==> src/rtl/payload_pkg.sv <==
// Shared types for the payload dispatcher: control FSM states and the buffered beat.
package payload_pkg;

    localparam int DATA_W = 32;

    typedef enum logic [1:0] {
        IDLE   = 2'd0,
        STREAM = 2'd1,
        DROP   = 2'd2
    } state_e;

    typedef struct packed {
        logic [DATA_W-1:0] data;
        logic              last;
    } beat_t;

endpackage

==> src/rtl/payload_obuf.sv <==
// Single-entry output register holding one beat plus its destination; drives the per-PE valids.
// With PAYLOAD_DISPATCH_BCAST_EN a beat may target every PE and drains once all PEs have taken it.
module payload_obuf
    import payload_pkg::*;
#(
    parameter int NUM_PE  = 10,
    parameter int PE_ID_W = $clog2(NUM_PE)
) (
    input  logic               clk,
    input  logic               rst_n,
    input  logic               load,
    input  beat_t              load_beat,
    input  logic [PE_ID_W-1:0] load_dest,
`ifdef PAYLOAD_DISPATCH_BCAST_EN
    input  logic               load_bcast,
`endif
    input  logic [NUM_PE-1:0]  out_ready,
    output logic [NUM_PE-1:0]  out_valid,
    output beat_t              beat_q,
    output logic               vld_q,
    output logic               drain,
    output logic               space_ok
);

    localparam logic [NUM_PE-1:0] ONE = {{(NUM_PE-1){1'b0}}, 1'b1};

    logic               vld_d;
    beat_t              beat_d;
    logic [PE_ID_W-1:0] dest_q, dest_d;
    logic [NUM_PE-1:0]  onehot, accepted;

    assign onehot   = vld_q ? (ONE << dest_q) : '0;
    assign accepted = out_valid & out_ready;
    assign space_ok = !vld_q || drain;

`ifdef PAYLOAD_DISPATCH_BCAST_EN
    logic              bcast_q, bcast_d;
    logic [NUM_PE-1:0] taken_q, taken_d;

    // A broadcast beat stays until the union of earlier and current takers covers every PE.
    assign out_valid = (vld_q && bcast_q) ? ~taken_q : onehot;
    assign drain     = vld_q && (bcast_q ? &(taken_q | accepted) : |accepted);
`else
    assign out_valid = onehot;
    assign drain     = |accepted;
`endif

    always_comb begin
        vld_d  = vld_q;
        beat_d = beat_q;
        dest_d = dest_q;
`ifdef PAYLOAD_DISPATCH_BCAST_EN
        bcast_d = bcast_q;
        taken_d = drain ? '0 : (taken_q | accepted);
`endif
        if (drain) vld_d = 1'b0;
        if (load) begin
            vld_d  = 1'b1;
            beat_d = load_beat;
            dest_d = load_dest;
`ifdef PAYLOAD_DISPATCH_BCAST_EN
            bcast_d = load_bcast;
            taken_d = '0;
`endif
        end
    end

    // NOTE: sequential state uses non-blocking assignments so every flop samples pre-edge values.
    always_ff @(posedge clk or negedge rst_n) begin
        if (!rst_n) begin
            vld_q  <= 1'b0;
            beat_q <= '0;
            dest_q <= '0;
`ifdef PAYLOAD_DISPATCH_BCAST_EN
            bcast_q <= 1'b0;
            taken_q <= '0;
`endif
        end else begin
            vld_q  <= vld_d;
            beat_q <= beat_d;
            dest_q <= dest_d;
`ifdef PAYLOAD_DISPATCH_BCAST_EN
            bcast_q <= bcast_d;
            taken_q <= taken_d;
`endif
        end
    end

endmodule

==> src/rtl/payload_dispatcher.sv <==
// Routes a serialized packet stream to one of NUM_PE processing elements, locking the destination per packet.
// Define PAYLOAD_DISPATCH_BCAST_EN to treat an all-ones destination as a broadcast to every PE.
module payload_dispatcher
    import payload_pkg::*;
#(
    parameter int NUM_PE  = 10,
    parameter int PE_ID_W = $clog2(NUM_PE),
    parameter int CNT_W   = 16
) (
    input  logic               clk,
    input  logic               rst_n,
    input  logic               in_valid,
    output logic               in_ready,
    input  logic [DATA_W-1:0]  in_data,
    input  logic [PE_ID_W-1:0] in_dest,
    input  logic               in_last,
    output logic [NUM_PE-1:0]  out_valid,
    input  logic [NUM_PE-1:0]  out_ready,
    output logic [DATA_W-1:0]  out_data,
    output logic               out_last,
    output logic               busy,
    output logic               err_dest,
    output logic [CNT_W-1:0]   pkt_cnt
);

    localparam logic [PE_ID_W:0] NUM_PE_EXT = NUM_PE[PE_ID_W:0];

    state_e             state_q, state_d;
    logic [PE_ID_W-1:0] dest_q, dest_d, load_dest;
    logic               err_q, err_d;
    logic [CNT_W-1:0]   cnt_q, cnt_d;

    logic  load, accept, hdr_ok, obuf_vld, drain, space_ok;
    beat_t obuf_beat, in_beat;

`ifdef PAYLOAD_DISPATCH_BCAST_EN
    logic load_bcast;
    assign load_bcast = (state_q == IDLE) ? &in_dest : &dest_q;
    assign hdr_ok     = ({1'b0, in_dest} < NUM_PE_EXT) || (&in_dest);
`else
    assign hdr_ok     = {1'b0, in_dest} < NUM_PE_EXT;
`endif

    // While dropping, beats never touch the output register, so the stream is never stalled.
    assign in_ready = (state_q == DROP) || space_ok;
    assign accept   = in_valid && in_ready;
    assign in_beat  = '{data: in_data, last: in_last};

    always_comb begin
        state_d   = state_q;
        dest_d    = dest_q;
        err_d     = 1'b0;
        load      = 1'b0;
        load_dest = dest_q;
        cnt_d     = cnt_q + ((drain && obuf_beat.last) ? CNT_W'(1) : CNT_W'(0));
        case (state_q)
            IDLE: if (accept) begin
                dest_d = in_dest;
                if (hdr_ok) begin
                    load      = 1'b1;
                    load_dest = in_dest;
                    state_d   = in_last ? IDLE : STREAM;
                end else begin
                    err_d   = 1'b1;
                    state_d = in_last ? IDLE : DROP;
                end
            end
            STREAM: if (accept) begin
                load = 1'b1;
                if (in_last) state_d = IDLE;
            end
            DROP: if (accept && in_last) state_d = IDLE;
            default: state_d = IDLE;
        endcase
    end

    always_ff @(posedge clk or negedge rst_n) begin
        if (!rst_n) begin
            state_q <= IDLE;
            dest_q  <= '0;
            err_q   <= 1'b0;
            cnt_q   <= '0;
        end else begin
            state_q <= state_d;
            dest_q  <= dest_d;
            err_q   <= err_d;
            cnt_q   <= cnt_d;
        end
    end

    payload_obuf #(
        .NUM_PE  (NUM_PE),
        .PE_ID_W (PE_ID_W)
    ) u_obuf (
        .clk       (clk),
        .rst_n     (rst_n),
        .load      (load),
        .load_beat (in_beat),
        .load_dest (load_dest),
`ifdef PAYLOAD_DISPATCH_BCAST_EN
        .load_bcast(load_bcast),
`endif
        .out_ready (out_ready),
        .out_valid (out_valid),
        .beat_q    (obuf_beat),
        .vld_q     (obuf_vld),
        .drain     (drain),
        .space_ok  (space_ok)
    );

    assign out_data = obuf_beat.data;
    assign out_last = obuf_beat.last && obuf_vld;
    assign busy     = (state_q != IDLE);
    assign err_dest = err_q;
    assign pkt_cnt  = cnt_q;

endmodule
==> config.mk <==
export PLATFORM = sky130hd
export DESIGN_NAME = payload_dispatcher
export DESIGN_NICKNAME = d
export VERILOG_FILES = /design/src/rtl/payload_pkg.sv /design/src/rtl/payload_obuf.sv /design/src/rtl/payload_dispatcher.sv
export SDC_FILE = /design/constraint.sdc
export NUM_CORES = 1
export LEC_CHECK = 0
export ABC_AREA = 1
export BUFFER_PORTS_ARGS = -buffer_cell sky130_fd_sc_hd__buf_2
export CAP_MARGIN = 10
export CORE_MARGIN = 2
export CORE_UTILIZATION = 44
export CTS_CLUSTER_SIZE = 12
export DETAILED_ROUTE_END_ITERATION = 10
export PLACE_DENSITY = 0.84
export SLEW_MARGIN = 20
export SYNTH_ARGS = -nofsm -noshare
export SYNTH_HDL_FRONTEND = slang
export SYNTH_SLANG_ARGS = --single-unit
==> constraint.sdc <==
create_clock -name clk -period 2.8 [get_ports clk]
set_clock_uncertainty 0.1 [all_clocks]
set_input_delay 0.14 -clock clk [delete_from_list [all_inputs] [get_ports clk]]
set_output_delay 0.14 -clock clk [all_outputs]
set_load 0.005 [all_outputs]
Yosys cells after proc, flatten, opt, wreduce, memory -nomap -nowiden
Index checks and enable logic that the tools add are counted.

storage, ports and cells
  input port bits = 50
  output and inout bits = 62
  bits in registers = 61

operators by class
  shifts and indexed selects = 1
  add/sub/neg operators = 1
  multiplexer cells = 22
  equal/unequal tests = 6
  bitwise gates (word level) = 1
  reduce and logical (&&, ||, !) cells = 13
  magnitude comparators = 1

operators by type and width
  kind                  count
  $add 16x1->16         1
  $mux 2                6
  $mux 4                3
  $and 10x10->10        1
  $mux 1                10
  $mux 10               1
  $reduce_or 10->1      1
  $shl 1x4->10 const A  1
  $ne 2x2->1 const B    3
  $pmux 2 s3            1
  $logic_and 1x1->1     4
  $lt 4x4->1 const B    1
  $reduce_and 4->1      1
  $reduce_bool 2->1     2
  $eq 2x1->1 const B    1
  $eq 2x2->1 const B    1
  $logic_not 2->1       1
  $logic_or 1x1->1      2
  $ne 2x1->1 const B    1
  $pmux 1 s2            1
  $reduce_and 2->1      1
  $logic_not 1->1       1

Longest topological paths before layout
  depth after elaboration = 10
  gate-level depth with buffers = 18

By module
From an unflattened synthesis, not the netlist that was laid out.

unflattened totals
  cells, all modules = 357
  area total of the unflattened synthesis = 2855.2 sq um

by module, submodules not included
  module              seq. area each (sq um)  area an instance (sq um)  times used  cells an instance
  payload_obuf        950.9                   1644.1                    1           207
  payload_dispatcher  575.6                   1211.2                    1           150

Worst setup path after synthesis
OpenSTA, ideal clock, no wires.

  path type = register to register
  start point = reg u_obuf.dest_q[2]
  end point = reg cnt_q[14], in the netlist pkt_cnt[14]
  period minus slack after synthesis = 2.627 ns
  path buffers = 0
  arrival time = 2.404 ns
  stages on the path, launching flop included = 19
  setup slack = 0.173 ns
  required time = 2.577 ns
  cell sequence = dfrtp_1 -> inv_1 -> nand3_1 -> nor2_1 -> nand2_1 -> nand2_1 -> nor3_1 -> nand2_1 -> nand2_1 -> inv_1 -> ha_1 -> ha_1 -> and3_1 -> nand3_1 -> nor3b_1 -> nand3_1 -> nor2_1 -> nand2_1 -> xnor2_1

on the way
  cells in the longest elaborated chain, start to end = 7

ends and longest elaborated chain
  what                    RTL line                  text
  from (decl)             payload_obuf.sv:29        logic [PE_ID_W-1:0] dest_q, dest_d;
  from (signal assigned)  payload_obuf.sv:81        dest_q <= dest_d;
  $shl 1x4->10            payload_obuf.sv:32        assign onehot = vld_q ? (ONE << dest_q) : '0;
  $mux 10                 payload_obuf.sv:32
  named net out_valid[9]  payload_dispatcher.sv:17  output logic [NUM_PE-1:0] out_valid,
  $and 10x10->10          payload_obuf.sv:33        assign accepted = out_valid & out_ready;
  $reduce_or 10->1        payload_obuf.sv:45        assign drain = |accepted;
  $logic_and 1x1->1       payload_dispatcher.sv:55  cnt_d = cnt_q + ((drain && obuf_beat.last) ? CNT_W'(1) : CNT_W'(0));
  $mux 1                  payload_dispatcher.sv:55
  $add 16x1->16           payload_dispatcher.sv:55
  named net cnt_d[14]     payload_dispatcher.sv:31  logic [CNT_W-1:0] cnt_q, cnt_d;
  to (signal assigned)    payload_dispatcher.sv:87  cnt_q <= cnt_d;
  to (decl)               payload_dispatcher.sv:31

The timed path passes the listed nets, and every way through them passes these cells.
A chain may end at the register's enable or synchronous reset.

Worst setup path in the final report
  start point = reg u_obuf.dest_q[3]
  end point = reg cnt_q[14], in the netlist pkt_cnt[14]

on the way
  cells in the longest elaborated chain, start to end = 7

ends and longest elaborated chain
  what                 RTL line
  $shl 1x4->10         payload_obuf.sv:32
  $mux 10              payload_obuf.sv:32
  $and 10x10->10       payload_obuf.sv:33
  $reduce_or 10->1     payload_obuf.sv:45
  $logic_and 1x1->1    payload_dispatcher.sv:55
  $mux 1               payload_dispatcher.sv:55
  $add 16x1->16        payload_dispatcher.sv:55
  named net cnt_d[14]  payload_dispatcher.sv:31

The timed path passes the listed nets, and every way through them passes these cells.

==> impl_metrics.json <==
{
  "grt_usage": 0.1992,
  "rsz0062_at_grt": "yes",
  "ys_seq_area_frac": 0.5141,
  "syn_avg_cell_area_um2": 8.364,
  "status": "finished, final reports clean",
  "setup_tns_ns": 0,
  "grt_most_used_layer": "met2",
  "cts.clk_slew.worst_paths_ns": 0.07,
  "num_antenna_cells": 0,
  "cts_made_buffers": 9,
  "post-place-cells": 508,
  "root_buffer": "clkbuf_8",
  "syn_area_mm2": 0.002969,
  "layout_common_cells": "130 x nand2_1, 111 x buf_2, 60 x dfrtp_1",
  "startpoint_type": "flop",
  "dr.first_iter.drc_count": 128,
  "synth_cell_types": 24,
  "post-route-util": 0.6540,
  "hold_viol_final": 0,
  "worst_pin_slew_ns": 0.7478,
  "final-setup-viol-count": 0,
  "r2r_end": "pkt_cnt[14]$_DFF_PN0_",
  "drtAntennaViolNets": 0,
  "max-cap-violations": 0,
  "clock-sinks": 61,
  "grt_pass1_wl_mm": 11.61,
  "ff2ff_path_depth": 18,
  "min_from": "in_last",
  "ir_drop_uv": 615.0,
  "areaGrowthSynthToFinish_pct": 41.47,
  "syn_inst": 355,
  "grt_max_degree": 62,
  "ys_ff_latch": 61,
  "power.density_mw_per_mm2": 924.0,
  "htree_levels": 3,
  "holdCritPathClass": "in2reg",
  "endpoint_kind": "flop",
  "coreArea_mm2": 0.006422,
  "cp_data_required_time_ns": 2.92,
  "num_vias": 2713,
  "period_share": 0.9887,
  "crit_type": "reg2reg",
  "r2r-start": "u_obuf.dest_q[3]$_DFFE_PN0P_",
  "row_count": 29,
  "layout-drive-gt1-share": 0.3489,
  "worstHoldPathCells": 3,
  "ys_warn_count": 0,
  "drc": 0,
  "chipWidth_um": 86.15,
  "grt-ovfl-total": 0,
  "detail_route.first_pass.iterations": 4,
  "slew_headroom": 0.5015,
  "gp_congestion": 0.9441,
  "num-nets-final": 540,
  "synth_fp_nets": 407,
  "clock_path_buffers": 2,
  "final_common_cell": "nand2_1",
  "p_leak_nw": 2.369,
  "wl_per_cell_um": 12.48,
  "final-max-slew-violation-count": 0,
  "numPortBuffers": 111,
  "boundaryPins": 112,
  "hpwl_mm": 4.404,
  "cp_max_fo": 5,
  "use_met3": 0.05486,
  "stdcell_count": 570,
  "use_met1": 0.2355,
  "regToRegSetupSlack_ns": 0.03,
  "cts_tree": "built",
  "grt_antenna_before_repair": 0,
  "wl_mm": 7.116,
  "fp.dieH_um": 86.15,
  "max_freq_mhz": 361.2,
  "cp.arrival_ns": 2.89,
  "viasPerCell": 4.760,
  "met2_usage": 0.3517,
  "grt_pass1_vias": 2673,
  "dieArea_mm2": 0.007421,
  "min_period_ns": 2.768,
  "insertion_delay_ns": 0.34,
  "holdPathEnd": "u_obuf.beat_q[0]$_DFFE_PN0P_",
  "start_util": 0.4623
}
-- cells in the mapped netlist (all sizes together) --
master   count  area, µm²
nand3       14      70.07
o22ai        1      6.260
o2111ai      1      15.01
xnor2        3      26.28
nor3b        1      7.510
nor2        28      110.1
and3         2      12.51
o211ai       1      7.510
inv         32      120.1
nand2      134      503.0
nor3         4      20.02
nand4        8      62.56
xor2        11      96.34
buf         39      295.3
dfrtp       61       1526
ha           2      25.02
o21ai        9      45.04
a21oi        4      20.02
-- layer usage --
metal,vias to the layer above,share of wire
met5,-,0
met3,13,0.072
met2,107,0.50
met1,1260,0.42
li1,1333,-
met4,0,0.0098
-- flip-flops by register name, indices dropped and copies added, names as in the netlist --
register	cells
dest_q	4
u_obuf.vld_q	1
err_dest	1
pkt_cnt	16
u_obuf.dest_q	4
u_obuf.beat_q	33
state_q	2
-- worst max-delay path, cell delays in order (launching register included) --
cell     delay (ns)
dfrtp_1        0.43
inv_2          0.08
nand2_4        0.06
nor2_4         0.19
nand3_2        0.08
nand2_1        0.11
nor3_1         0.08
nand2_1        0.08
nand2_1        0.08
inv_2          0.07
ha_4           0.14
ha_4           0.13
and3_4         0.20
nand3_4        0.07
nor3b_4        0.26
nand3_2        0.15
nor2_4         0.15
nand2_2        0.07
xnor2_1        0.11
-- power by group --
group          leakage, nW  total (mW)  internal [mW]  switching (mW)
combinational         1.48        1.48          0.613           0.865
sequential           0.761        1.43           1.21           0.219
clock                0.124       0.969          0.597           0.372
-- worst max path at each step --
stage                                 start                    end  slack [ns]
2_1_floorplan  u_obuf.dest_q[2]$_DFFE_PN0P_  pkt_cnt[14]$_DFF_PN0_        0.17
3_3_place_gp   u_obuf.dest_q[3]$_DFFE_PN0P_  pkt_cnt[14]$_DFF_PN0_         0.1
3_5_place_dp   u_obuf.dest_q[2]$_DFFE_PN0P_  pkt_cnt[14]$_DFF_PN0_       -0.15
4_1_cts        u_obuf.dest_q[2]$_DFFE_PN0P_  pkt_cnt[14]$_DFF_PN0_       -0.05
5_1_grt        u_obuf.dest_q[2]$_DFFE_PN0P_  pkt_cnt[14]$_DFF_PN0_       -0.10
6_report       u_obuf.dest_q[3]$_DFFE_PN0P_  pkt_cnt[14]$_DFF_PN0_        0.03
-- cell families after synthesis --
family                     count (synthesis)  share of synthesized area
and+or+nand+nor                          191                     0.2646
buffers and inverters                     71                     0.1399
DFF                                       61                     0.5141
AOI/OAI and AO/OA                         16                    0.03161
xor gates and xnor gates                  14                    0.04130
adders and majority gates                  2                   0.008427
-- metrics by stage --
| step | instance area [µm²] | total power, mW | setup slack, ns | hold slack [ns] |
|---|---|---|---|---|
| after CTS | 4015 | 3.757 | -0.05009 | 0.03564 |
| after floorplan | 2969 | 2.495 | 0.1726 | -0.2556 |
| after global placement | 3367 | 2.671 | 0.09634 | 0.2323 |
| after detailed placement | 3367 | 2.740 | -0.1473 | 0.2371 |
| after global routing | 4200 | 4.176 | -0.1009 | 0.06429 |
| final | 4200 | 3.881 | 0.03157 | 0.05352 |
-- area by class of cell --
cell class	instances	area, µm²
fillers	489	2222
flip-flops and latches	61	1528
multi-input cells	223	1182
repair buffers	161	1028
clock buffers	9	123.9
clock inverters	7	121.4
inverters	32	120.1
well taps	77	96.34
-- what timing repair did --
| action | CTS | global route |
|---|---|---|
| setup buffers | 0 | 7 |
| gates resized for setup | 3 | 33 |
| cloned | 0 | 0 |
| hold endpoints to repair | 100 | 0 |
| hold buffers | 39 | 0 |
| pin swaps | 0 | 11 |
| endpoints found under the setup margin | 4 | 6 |
(Power assumes the default switching activity.)
